File: config.mk
export PLATFORM = sky130hd
export DESIGN_NAME = mem_access_unit
export DESIGN_NICKNAME = d
export VERILOG_FILES = /design/src/rtl/mem_access_unit.sv
export SDC_FILE = /design/constraint.sdc
export NUM_CORES = 1
export LEC_CHECK = 0
export ABC_AREA = 1
export CORE_MARGIN = 1
export CORE_UTILIZATION = 41
export CTS_CLUSTER_DIAMETER = 100
export CTS_CLUSTER_SIZE = 16
export DETAILED_ROUTE_END_ITERATION = 8
export GPL_ROUTABILITY_DRIVEN = 0
export HOLD_SLACK_MARGIN = 0.1
export PLACE_DENSITY = 0.77
export SLEW_MARGIN = 15
export SYNTH_ARGS = -nofsm -noshare
export SYNTH_HDL_FRONTEND = slang
export SYNTH_SLANG_ARGS = --single-unit
File: constraint.sdc
create_clock -name clk -period 1.4 [get_ports clk]
set_input_delay 0.28 -clock clk [delete_from_list [all_inputs] [get_ports clk]]
set_output_delay 0.28 -clock clk [all_outputs]
set_load 0.02 [all_outputs]
File: src/rtl/mem_access_unit.sv
// Multi-cycle load/store stage: drives a valid/ready data-memory port, aligns store lanes, extends load data.
// Optional MISALIGN_CHECK_EN: misaligned halfword/word accesses skip memory and raise ale.
module mem_access_unit #(
    parameter int ADDR_W = 32
) (
    input  logic              clk,
    input  logic              rst_n,
    input  logic              valid_in,
    input  logic [5:0]        op,
    input  logic [ADDR_W-1:0] addr,
    input  logic [31:0]       wdata,
    input  logic [4:0]        rd,
    output logic              stall,
    output logic              done,
    output logic              wb_en,
    output logic [4:0]        wb_rd,
    output logic [31:0]       wb_data,
    output logic              mem_req,
    output logic              mem_we,
    output logic [ADDR_W-1:0] mem_addr,
    output logic [3:0]        mem_wstrb,
    output logic [31:0]       mem_wdata,
    input  logic              mem_ready,
    input  logic              mem_rvalid,
    input  logic [31:0]       mem_rdata
`ifdef MISALIGN_CHECK_EN
    ,
    output logic              ale
`endif
);

    localparam logic [5:0] OP_STW  = 6'h16;
    localparam logic [5:0] OP_STH  = 6'h17;
    localparam logic [5:0] OP_STB  = 6'h18;
    localparam logic [5:0] OP_LDW  = 6'h19;
    localparam logic [5:0] OP_LDH  = 6'h1a;
    localparam logic [5:0] OP_LDB  = 6'h1b;
    localparam logic [5:0] OP_LDHU = 6'h1c;
    localparam logic [5:0] OP_LDBU = 6'h1d;

    typedef enum logic [1:0] {IDLE, REQ, WAIT, DONE} state_t;

    function automatic logic is_mem(input logic [5:0] f_op);
        return (f_op >= OP_STW) && (f_op <= OP_LDBU);
    endfunction

    function automatic logic is_load(input logic [5:0] f_op);
        return (f_op >= OP_LDW) && (f_op <= OP_LDBU);
    endfunction

    function automatic logic [3:0] store_strb(input logic [5:0] f_op, input logic [1:0] f_off);
        logic [3:0] strb;
        case (f_op)
            OP_STB:  strb = 4'b0001 << f_off;
            OP_STH:  strb = f_off[1] ? 4'b1100 : 4'b0011;
            default: strb = 4'b1111;
        endcase
        return strb;
    endfunction

    function automatic logic [31:0] store_data(input logic [5:0] f_op, input logic [31:0] f_w);
        logic [31:0] d;
        case (f_op)
            OP_STB:  d = {4{f_w[7:0]}};
            OP_STH:  d = {2{f_w[15:0]}};
            default: d = f_w;
        endcase
        return d;
    endfunction

    function automatic logic [31:0] load_extract(input logic [5:0] f_op, input logic [1:0] f_off,
                                                 input logic [31:0] f_rdata);
        logic [31:0]        shifted;
        logic [15:0]        half;
        logic signed [7:0]  b_s;
        logic signed [15:0] h_s;
        logic [31:0]        res;
        shifted = f_rdata >> {f_off, 3'b000};
        half    = f_off[1] ? f_rdata[31:16] : f_rdata[15:0];
        b_s     = signed'(shifted[7:0]);
        h_s     = signed'(half);
        case (f_op)
            OP_LDB:  res = 32'(b_s);
            OP_LDBU: res = {24'b0, shifted[7:0]};
            OP_LDH:  res = 32'(h_s);
            OP_LDHU: res = {16'b0, half};
            default: res = f_rdata;
        endcase
        return res;
    endfunction

`ifdef MISALIGN_CHECK_EN
    function automatic logic misaligned(input logic [5:0] f_op, input logic [1:0] f_off);
        logic m;
        case (f_op)
            OP_STH, OP_LDH, OP_LDHU: m = f_off[0];
            OP_STW, OP_LDW:          m = (f_off != 2'b00);
            default:                 m = 1'b0;
        endcase
        return m;
    endfunction
`endif

    state_t              state_q, state_d;
    logic [5:0]          op_q, op_d;
    logic [1:0]          off_q, off_d;
    logic                done_q, done_d;
    logic                wb_en_q, wb_en_d;
    logic [4:0]          wb_rd_q, wb_rd_d;
    logic [31:0]         wb_data_q, wb_data_d;
    logic                mem_req_q, mem_req_d;
    logic                mem_we_q, mem_we_d;
    logic [ADDR_W-1:0]   mem_addr_q, mem_addr_d;
    logic [3:0]          mem_wstrb_q, mem_wstrb_d;
    logic [31:0]         mem_wdata_q, mem_wdata_d;
`ifdef MISALIGN_CHECK_EN
    logic                ale_q, ale_d;
`endif
    logic                accept;

    assign accept = valid_in && is_mem(op);

    // stall is gated by rst_n so a reset mid-access releases upstream immediately
    assign stall = rst_n && (((state_q == IDLE) && accept) || (state_q == REQ) || (state_q == WAIT));

    always_comb begin
        state_d     = state_q;
        op_d        = op_q;
        off_d       = off_q;
        done_d      = done_q;
        wb_en_d     = wb_en_q;
        wb_rd_d     = wb_rd_q;
        wb_data_d   = wb_data_q;
        mem_req_d   = mem_req_q;
        mem_we_d    = mem_we_q;
        mem_addr_d  = mem_addr_q;
        mem_wstrb_d = mem_wstrb_q;
        mem_wdata_d = mem_wdata_q;
`ifdef MISALIGN_CHECK_EN
        ale_d       = ale_q;
`endif
        case (state_q)
            IDLE: begin
                if (accept) begin
                    op_d    = op;
                    off_d   = addr[1:0];
                    wb_rd_d = rd;
`ifdef MISALIGN_CHECK_EN
                    if (misaligned(op, addr[1:0])) begin
                        state_d = DONE;
                        done_d  = 1'b1;
                        ale_d   = 1'b1;
                    end else
`endif
                    begin
                        state_d     = REQ;
                        mem_req_d   = 1'b1;
                        mem_we_d    = !is_load(op);
                        mem_addr_d  = {addr[ADDR_W-1:2], 2'b00};
                        mem_wstrb_d = is_load(op) ? 4'b0000 : store_strb(op, addr[1:0]);
                        mem_wdata_d = is_load(op) ? 32'h0 : store_data(op, wdata);
                    end
                end
            end
            REQ: begin
                if (mem_ready) begin
                    mem_req_d = 1'b0;
                    if (mem_we_q) begin
                        state_d = DONE;
                        done_d  = 1'b1;
                    end else begin
                        state_d = WAIT;
                    end
                end
            end
            WAIT: begin
                if (mem_rvalid) begin
                    wb_data_d = load_extract(op_q, off_q, mem_rdata);
                    state_d   = DONE;
                    done_d    = 1'b1;
                    wb_en_d   = 1'b1;
                end
            end
            default: begin
                state_d = IDLE;
                done_d  = 1'b0;
                wb_en_d = 1'b0;
`ifdef MISALIGN_CHECK_EN
                ale_d   = 1'b0;
`endif
            end
        endcase
    end

    always_ff @(posedge clk or negedge rst_n) begin
        if (!rst_n) begin
            state_q     <= IDLE;
            op_q        <= 6'h0;
            off_q       <= 2'b00;
            done_q      <= 1'b0;
            wb_en_q     <= 1'b0;
            wb_rd_q     <= 5'd0;
            wb_data_q   <= 32'h0;
            mem_req_q   <= 1'b0;
            mem_we_q    <= 1'b0;
            mem_addr_q  <= '0;
            mem_wstrb_q <= 4'b0000;
            mem_wdata_q <= 32'h0;
`ifdef MISALIGN_CHECK_EN
            ale_q       <= 1'b0;
`endif
        end else begin
            state_q     <= state_d;
            op_q        <= op_d;
            off_q       <= off_d;
            done_q      <= done_d;
            wb_en_q     <= wb_en_d;
            wb_rd_q     <= wb_rd_d;
            wb_data_q   <= wb_data_d;
            mem_req_q   <= mem_req_d;
            mem_we_q    <= mem_we_d;
            mem_addr_q  <= mem_addr_d;
            mem_wstrb_q <= mem_wstrb_d;
            mem_wdata_q <= mem_wdata_d;
`ifdef MISALIGN_CHECK_EN
            ale_q       <= ale_d;
`endif
        end
    end

    assign done      = done_q;
    assign wb_en     = wb_en_q;
    assign wb_rd     = wb_rd_q;
    assign wb_data   = wb_data_q;
    assign mem_req   = mem_req_q;
    assign mem_we    = mem_we_q;
    assign mem_addr  = mem_addr_q;
    assign mem_wstrb = mem_wstrb_q;
    assign mem_wdata = mem_wdata_q;
`ifdef MISALIGN_CHECK_EN
    assign ale       = ale_q;
`endif

endmodule

Yosys cells after proc, flatten, opt, wreduce, memory -nomap -nowiden. Index checks and enable logic that the tools add are counted.

Output and inout port bits: 110. Flip-flop bits (word level): 117.

Eq/ne operators: 12. Reductions and logical operators: 17. Magnitude comparators: 3. Bitwise logic cells: 2. Muxes and demuxes: 20. Shift-type cells: 2.

Operators by type and width (count): one-hot mux 32 bit (4 select lines) (1); one-hot mux 32 bit (2 select lines) (1); equality test 6 x 5 -> 1 bit, second input constant (6); two-way mux 32 bit (1); right shift 32 x 5 -> 8 bit (1); two-way mux 16 bit (1); greater-or-equal comparator 6 x 5 -> 1 bit, second input constant (2); two-way mux 4 bit (2); != test 2 bit, second input constant (4); one-hot mux 4 bit (2 select lines) (1); <= comparator 6 x 5 -> 1 bit, second input constant (1); two-way mux 1 bit (6); two-way mux 2 bit (3); one-hot mux 2 bit (3 select lines) (1); AND reduction 2 bit (3); AND reduction 3 bit (2); logical AND 1 bit (5); one-hot mux 1 bit (2 select lines) (2); AND reduction 4 bit (1); left shift 1 x 2 -> 4 bit, first input constant (1); one-hot mux 1 bit (3 select lines) (1); equality test 2 x 1 -> 1 bit, second input constant (1); equality test 2 bit, second input constant (1); logical NOT 2 bit (1); other kinds (5) (7).

Depth between registers and ports, before layout.
Depth after elaboration: 7. Depth in mapped cells: 11.

Worst setup path after synthesis. No wires, ideal clock.

Path kind: register to output. Start: reg state_q[0]. End: out stall. Arrival time: 1.515 ns. Buffers on the path: 1. Setup slack: -0.395 ns. Cell stages (with the launch flop): 6. Cells stage by stage: dfrtp_1 inv_1 ha_1 nand3_2 buf_4 a21boi_0.

Cells in the longest elaborated chain, start to end: 5. Elaborated cells on any way between the ends: 7. Those cells by class: eq/ne: 2; reduce/logical: 5.

Ends and longest elaborated chain: start, declared (RTL line 104) `state_t state_q, state_d;`; start signal, assigned (RTL line 213) `state_q <= state_d;`; logical NOT 2 bit (RTL line 124) `assign stall = rst_n && (((state_q == IDLE) && accept) || (state_q == REQ) || (state_q == WAIT));`; logical AND 1 bit (RTL line 124); logical OR 1 bit (RTL line 124); logical OR 1 bit * (RTL line 124); logical AND 1 bit * (RTL line 124); end, declared (RTL line 13) `output logic stall,`.

Every way passes the cells marked *; elsewhere a longest branch is shown, timed or not.

Worst setup path in the final report.
Start: reg state_q[0]. End: reg wb_rd_q[1] (netlist: wb_rd[1]).

Cells in the longest elaborated chain, start to end: 2.

Ends and longest elaborated chain: logical NOT 2 bit (RTL line 142) `case (state_q)`; AND reduction 2 bit (no source line); end signal, assigned (RTL line 218) `wb_rd_q <= wb_rd_d;`; end, declared (RTL line 109) `logic [4:0] wb_rd_q, wb_rd_d;`.

No other way between the ends. A chain may end at the register's enable or synchronous reset.

==> results.ini <==
[clock_network]
cts.sinks=117
cts_buffer_depth=2
cts_tree=done
path_clk_slew_ns=0.06
root_buffer=clkbuf_16
cts.htree.levels=4
clk_latency_ns=0.42
cts_buffers=17

[finish]
seq_area_sq_mm=0.00293
multi_input_area_sq_mm=0.00387
final_common_cell=nand2_1
n_fill_cell=888
most-common-layout-cells=nand2_1, dfrtp_1, clkdlybuf4s50_1
n_antenna_cell=0
final_util=0.778
area_growth_pct=83.1
fin_nets=1320
drive_gt1_frac=0.414

[outcome]
outcome=complete, but fails checks
violations=design-rule violations, negative setup slack

[synth]
syn_area_sq_mm=0.00625
ys_seq_area_frac=0.469
synthMuxAreaShare=0
yosysWarnings=0
synth-compound-area-share=0.0631
synthSimpleGateAreaFrac=0.376
synth.avg_cell_area_sq_um=7.15
synth_fa_ha_area_frac=0.00801
synth_xor_area_frac=0.00260
yosys_register_bits=117
synth_top_family_by_area=simple AND/OR/NAND/NOR gates
syn_inst=873
ys_types=28

[detailed_routing]
wl_per_cell_um=19.6
firstDrtPassIters=9
antenna_left=0
totalWireLength_um=27500
drc_errors=13
drt_iter0_markers=585
via_per_inst=5.45
num_vias=7634

[placed_design]
hpwl_um=14300
numPortBuffers=219

[setup_path]
startpoint=state_q[0]
endpoint=wb_rd[1]
worstSetupPathType=flop to flop
timing.rr.start=state_q[0]
crit_fanout=6
reg2reg_depth=10
cp-end-kind=flop
r2r-end=wb_rd[1]
worstPathArrival_ns=2.10
cp.required_ns=1.71
r2r_slack_ns=-0.39
critPathLaunchType=flop

[timing]
max_freq_ghz=0.558
fin_ws_ns=-0.391
finalClockSkew_ns=0.00738
layout_min_cycle_time_ns=1.79
holdWs_ns=0.404
finalSetupTns_ns=-24.21
grt_setup_unrepaired=true
hold_viol=0
slew_viol_final=0
setup_violations=116
fin_crit_sh=1.28

[global_routing]
grt_overflow=0
grt_pass1_wl_um=37800
use_met3=0.0873
globalRouteMet2Util=0.524
antenna_found_initial=0
grt_pass1_vias=7222
track_usage=0.314
grt_max_degree=47
top_usage_layer=met2
use_met1=0.374

[power_and_ir_drop]
p_per_area_mw_per_mm2=1830
max-vdd-ir-drop_v=0.00130
p_leak_uw=0.00590

[die]
chipHeight_um=125
die_w_um=125
start_util=0.425
core_sq_mm=0.0147
dieArea_sq_mm=0.0157
num_io_pins=222
row_count=44

[worst_hold_path]
worstHoldPathType=input pin to flop

[flow_run]
cap_violations=0

==> repair_timing <==
| item | in CTS | in global routing |
|---|---|---|
| gates cloned | 21 | 7 |
| setup buffers | 26 | 12 |
| setup endpoints to repair | 223 | 230 |
| hold buffers | 1 | 0 |
| resized for setup | 412 | 282 |
| hold endpoints to repair | 12 | 0 |
| pin swaps | 61 | 81 |
==> logic make-up after synthesis <==
kind of cell / Yosys count
buffers and inverters: 114
XOR/XNOR: 1
AO/OA/AOI/OAI: 72
adder cells (fa/ha/maj): 4
flip-flops: 117
other: 1
AND/OR/NAND/NOR: 564
==> sequential cells by signal, summed over array words and instances (netlist names) <==
| signal | count |
|---|---|
| mem_addr | 30 |
| mem_wstrb | 4 |
| op_q | 6 |
| wb_rd | 5 |
| mem_req | 1 |
| mem_wdata | 32 |
| mem_we | 1 |
| state_q | 2 |
| done | 1 |
| wb_data | 32 |
| wb_en | 1 |
| off_q | 2 |
==> critical path: stages (launching register included) <==
cell,delay [ns]
dfrtp_1,0.39
inv_2,0.07
ha_4,0.18
nand3_4,0.09
buf_6,0.13
buf_12,0.13
clkinvlp_4,0.19
buf_8,0.21
buf_16,0.15
nand2_4,0.07
nand2_2,0.06
==> area by class of cell <==
type | count | area share
clock inverters | 8 | 0.00689
well taps | 184 | 0.0201
repair buffers | 353 | 0.312
flip-flops and latches | 117 | 0.256
clock buffers | 23 | 0.0400
multi-input cells | 643 | 0.338
inverters | 72 | 0.0259
==> worst min-delay path by stage <==
stage / startpoint / to / cells past startpoint
after floorplan: rst_n / done / 0
after global placement: rst_n / wb_data[1] / 2
after detailed placement: rst_n / wb_data[1] / 2
after CTS: addr[28] / mem_addr[28] / 3
after global routing: addr[14] / mem_addr[14] / 3
final: op[1] / op_q[1] / 4
==> power by group <==
part | switching, uW | internal [uW]
logic | 6280 | 4450
clock network | 1590 | 2470
registers | 1190 | 4920
total | 9060 | 11800
==> per-layer routing <==
| layer | vias up | part of all wire |
|---|---|---|
| li1 | 3389 | - |
| met1 | 3623 | 0.37 |
| met2 | 506 | 0.48 |
| met3 | 116 | 0.090 |
| met4 | 0 | 0.051 |
| met5 | - | 0 |
==> Yosys cell counts, drive strengths merged <==
cell | n | area share
nor2 | 61 | 0.043
inv | 72 | 0.043
clkbuf | 9 | 0.0056
buf | 33 | 0.032
conb | 1 | 0.00060
nand3 | 95 | 0.079
xor2 | 1 | 0.0026
or2 | 17 | 0.017
o21ai | 46 | 0.042
nand4 | 1 | 0.0010
nand2 | 389 | 0.23
dfrtp | 117 | 0.47
nand3b | 1 | 0.0012
a21oi | 24 | 0.019
ha | 4 | 0.0080
a21boi | 1 | 0.0012
a31oi | 1 | 0.0010
==> per-stage QoR <==
stage / cell area (sq um) / instances / total power [uW] / setup slack (ns)
after CTS: 10900 / 1392 / 19800 / -0.360
after floorplan: 6290 / 874 / 10800 / -0.00246
after detailed placement: 9150 / 1314 / 15600 / -0.884
after global placement: 9150 / 1314 / 15400 / -0.847
after global routing: 11400 / 1400 / 22000 / -0.414
final: 11400 / 1400 / 20900 / -0.391
No activity file was read; power rests on OpenSTA's default activity.
==> RTL edit 1 (same flow settings) <==
Change the parameter `ADDR_W` from 32 to 16.
--- a/src/rtl/mem_access_unit.sv
+++ b/src/rtl/mem_access_unit.sv
@@ -3,3 +3,3 @@
 module mem_access_unit #(
-    parameter int ADDR_W = 32
+    parameter int ADDR_W = 16
 ) (
Interface: changed (resized addr and mem_addr); port bits go from 222 to 190. No check against the original RTL was run, so the function may have changed too.
==> RTL edit 1 against the original RTL <==
  * The run ends with negative setup slack left
  * Largest power group unchanged
  * Utilization shrank 9.9 points
  * Fmax increased by 5.6%
  * Total power shrank 23%
  * Design area decreased by 21%
  * Sequential cell count fell by 16
  * Setup slack better by 0.095 ns
  * Highest routed layer unchanged
  * Area after synthesis shrank 10%
  * Routed wire length shrank 34%
  * Critical path type is now register to output pin
==> RTL edit 1: results (changes against the original RTL) <==
metric;value;unit;change
holdWs;0.400;ns;-0.00396 ns
wl_per_cell;14.5;um;-26%
via_per_inst;4.96;;-9.1%
htree_levels;3;;-1
reg2reg_slack;-0.26;ns;+0.13 ns
worst-path-max-fanout;3;;-3
drtIter0Drc;438;;-25%
fin_nets;1167;;-12%
grt_max_degree;101;;+110%
ctsResizeCount;165;;-60%
status;finished with violations;;
setup_slack;-0.296;ns;+0.0950 ns
clock-skew-final;0.00682;ns;-0.000553 ns
grt_pass1_wl;29.1;mm;-23%
crit_family;flip-flops;;
insertion_delay;0.35;ns;-0.07 ns
violations;negative setup slack;;
reg2reg_depth;9;;-1
ir_drop;1.04;mV;-20%
layout-drive-gt1-share;17.8;%;-24 points
grt_pass1_vias;5934;;-18%
setup_violations;90;;-22%
cts_buffers;9;;-8
track_usage;26.1;%;-5.3 points
leakage;4.87;nW;-17%
drt_first_pass_iters;5;;-4
yosys-top-cells-area;dfrtp_1 45%, nand2_1 23%, nand3_1 8.1%;;
place_ws;-0.950;ns;-0.0655 ns
postCtsSetupBuffers;15;;-42%
place_hpwl;12.4;mm;-13%
## RTL edit 1: cell types whose count changed after synthesis, moves of 2 or more
cell | unedited run | this run
buf_1 | 0 | 3
buf_2 | 24 | 19
buf_6 | 3 | 1
dfrtp_1 | 117 | 101
inv_1 | 68 | 65
inv_2 | 4 | 9
nand2_1 | 387 | 345
nand3_1 | 93 | 91
nor2_1 | 54 | 51
o21ai_0 | 27 | 22
o21ai_1 | 11 | 23
o21ai_2 | 8 | 1
or2_1 | 0 | 5
or2_2 | 17 | 11
## RTL edit 1: per-layer routing
| layer | wire, um | vias to the layer above | track usage, % |
|---|---|---|---|
| li1 | - | 3043 | - |
| met1 | 7520 | 2853 | 32.1 |
| met2 | 8490 | 254 | 43.1 |
| met3 | 1650 | 38 | 8.19 |
| met4 | 453 | 0 | 8.86 |
| met5 | 0 | - | 0 |
## RTL edit 1: worst max path at each step
stage	from	to	depth (start not counted)
floorplan	state_q[0]$_DFFE_PN0P_	wb_data[21]$_DFFE_PN0P_	7
global placement	op[1]	stall	6
detailed placement	op[1]	stall	6
CTS	state_q[0]$_DFFE_PN0P_	stall	5
global route	state_q[0]$_DFFE_PN0P_	stall	5
finish	state_q[0]$_DFFE_PN0P_	stall	5
## RTL edit 1: power breakdown
group / switching (mW) / total, mW / internal [mW]
Combinational: 4.83 / 8.44 / 3.61
Clock: 1.18 / 2.60 / 1.42
Sequential: 0.818 / 5.07 / 4.25
Total: 6.83 / 16.1 / 9.28
## RTL edit 1: per-stage QoR
step | total power [mW] | utilization, % | std cells | TNS, ns
3_5_place_dp | 13.8 | 61.4 | 1204 | -50.80
5_1_grt | 17.3 | 67.9 | 1248 | -16.90
3_3_place_gp | 13.6 | 61.4 | 1204 | -47.34
2_1_floorplan | 9.57 | - | 811 | 0
6_report | 16.1 | 67.9 | 1248 | -10.92
4_1_cts | 16.0 | 67.0 | 1242 | -15.15
## RTL edit 1: tightest hold or removal path, stage by stage
cell	delay [ns]
buf_4	0.11
dlygate4sd3_1	0.56
buf_4	0.13
## RTL edit 1: layout make-up
cell class | instances | area (um2) | share of cell area, %
Timing Repair inverter | 1 | 6.26 | 0.0693
Inverter | 74 | 300 | 3.33
Tap cell | 176 | 220 | 2.44
Clock inverter | 6 | 75.1 | 0.831
Sequential cell | 101 | 2530 | 28.0
Timing Repair Buffer | 283 | 2860 | 31.7
Clock buffer | 10 | 229 | 2.54
Multi-Input combinational cell | 597 | 2810 | 31.1
## RTL edit 1: cells by family (layout without fill, tap and decap cells)
kind of cell,Yosys count,after routing,share of synthesized area (%)
AOI/OAI and AO/OA,73,73,6.64
xor gates and xnor gates,1,1,0.290
adders and majority gates,4,4,0.892
buffers and inverters,113,374,8.58
DFF,101,101,45.0
other,1,2,0.0668
and+or+nand+nor,517,517,38.5
==> RTL edit 2 (same flow settings) <==
Made on the original files. `wb_data_q` no longer has a reset.
--- a/src/rtl/mem_access_unit.sv
+++ b/src/rtl/mem_access_unit.sv
@@ -202,3 +202,2 @@
             wb_rd_q     <= 5'd0;
-            wb_data_q   <= 32'h0;
             mem_req_q   <= 1'b0;
@@ -218,3 +217,2 @@
             wb_rd_q     <= wb_rd_d;
-            wb_data_q   <= wb_data_d;
             mem_req_q   <= mem_req_d;
@@ -228,2 +226,6 @@
         end
+    end
+
+    always_ff @(posedge clk) begin
+        wb_data_q <= wb_data_d;
     end
Check against the original RTL: differs if rst_n is asserted again (counterexample within 4 cycles, from zero or initial values and one cycle with rst_n low); with rst_n held inactive, the same outputs for 4 cycles.
==> RTL edit 2 against the original RTL <==
  * The run ends with negative setup slack left
  * Utilization down 0.90 points
  * Setup slack better by 0.030 ns
  * Area after synthesis down 5.4%
  * Design area down 5.9%
  * Total power down 3.8%
  * Combinational power down 11%
  * Routed wire length down 16%
  * Sequential cell count unchanged
  * Non-clock buffer count down 6
  * Highest routed layer unchanged
==> RTL edit 2: results (changes against the original RTL) <==
metric;value;unit;change
status;finished with violations;;
violations;negative setup slack;;
routed_wl;23.2;mm;-16%
grt_pass1_vias;6580;;-8.9%
dpl.cell_count;1181;;-10%
synth_xor_area_share;0;%;-0.26 points
htree_levels;4;;unchanged
holdWs;0.389;ns;-0.0148 ns
final_util;76.9;%;-0.90 points
ir_drop;1.02;mV;-22%
met3_usage;9.22;%;+0.49 points
grtUsageMet1;33.4;%;-4.1 points
fillCellCount;881;;-0.79%
place_hpwl;13.5;mm;-6.0%
place_ws;-0.938;ns;-0.0535 ns
met1_length;8.28;mm;-19%
synthAdderAreaFrac;0.847;%;+0.046 points
wl_met3;2.08;mm;-17%
drtIter0Drc;430;;-26%
p_clk_share;22.4;%;+3.0 points
reg2reg_to;mem_wdata[24]$_DFFE_PN0P_;;
cp_slowest_cell;dfrtp_2;;
postCtsSetupBuffers;22;;-15%
vias;6678;;-13%
switchingPower;8.04;mW;-11%
yosys-top-cells-count;297 x nand2_1, 85 x dfrtp_1, 56 x nand3_1;;
antenna_found_initial;0;;unchanged
cp_data_arrival_time;1.48;ns;-0.62 ns
synth_mux_area_share;0;%;unchanged
leakage;5.14;nW;-13%
combPwrFrac;47.4;%;-3.9 points
track_usage;30.3;%;-1.2 points
placed_area;8850;um2;-3.3%
worst-path-max-fanout;3;;-3
synth_compound_gate_area_share;9.32;%;+3.0 points
synthDistinctLibCells;35;;+25%
clock-skew-final;0.00805;ns;+0.000670 ns
synthFlopType;dfrtp_1;;
yosysSeqAreaShare;52.3;%;+5.4 points
yosys-top-cells-area;dfrtp_1 36%, nand2_1 19%, edfxtp_1 16%;;
route.met2.wl;12.0;mm;-10%
hold_end;mem_addr[25]$_DFFE_PN0P_;;
total_power;20.1;mW;-3.8%
ys_async_sr_fraction;72.6;%;-27 points
ctsResizeCount;401;;-2.7%
crit_family;flip-flops;;
worstSetupPathType;register to output pin;;
grt_util_met2;52.8;%;+0.44 points
reg2reg_slack;-0.33;ns;+0.06 ns
totalNegativeSetupSlack;-30.83;ns;-6.62 ns
drt_first_pass_iters;5;;-4
crit_path_end;stall;;
worstHoldStart;addr[25];;
setup_slack;-0.361;ns;+0.0298 ns
synth_edf_count;32;;+32
wl_per_cell;18.4;um;-6.5%
critPathMaxStageDelay;0.45;ns;+0.06 ns
setup_violations;149;;+28%
layout-drive-gt1-share;39.8;%;-1.5 points
## RTL edit 2: cell types whose count changed in the layout (fill, tap and decap cells not counted), moves of 13 or more
cell | before | now
nand2_1 | 268 | 194
dfrtp_1 | 114 | 80
nand3_2 | 50 | 17
edfxtp_1 | 0 | 32
o21ai_1 | 11 | 28
or2_2 | 17 | 0
inv_1 | 58 | 42
buf_6 | 30 | 15
nand3b_1 | 1 | 16
o21ai_0 | 14 | 29
nand2_4 | 32 | 19
## RTL edit 2: layout make-up
cell class                 instances  area share (%)
inverter                          56            2.33
clock buffer                      21            4.58
tap                              180            2.09
multi-input combinational        530            28.0
timing repair buffer             347            33.1
sequential                       117            28.8
clock inverter                    11            1.09
## RTL edit 2: cell families (layout without fill, tap and decap cells)
logic type / after synthesis / after routing
and+or+nand+nor: 423 / 423
DFF: 117 / 117
AOI/OAI and AO/OA: 101 / 101
buffers and inverters: 93 / 435
adders and majority gates: 4 / 4
other: 1 / 2
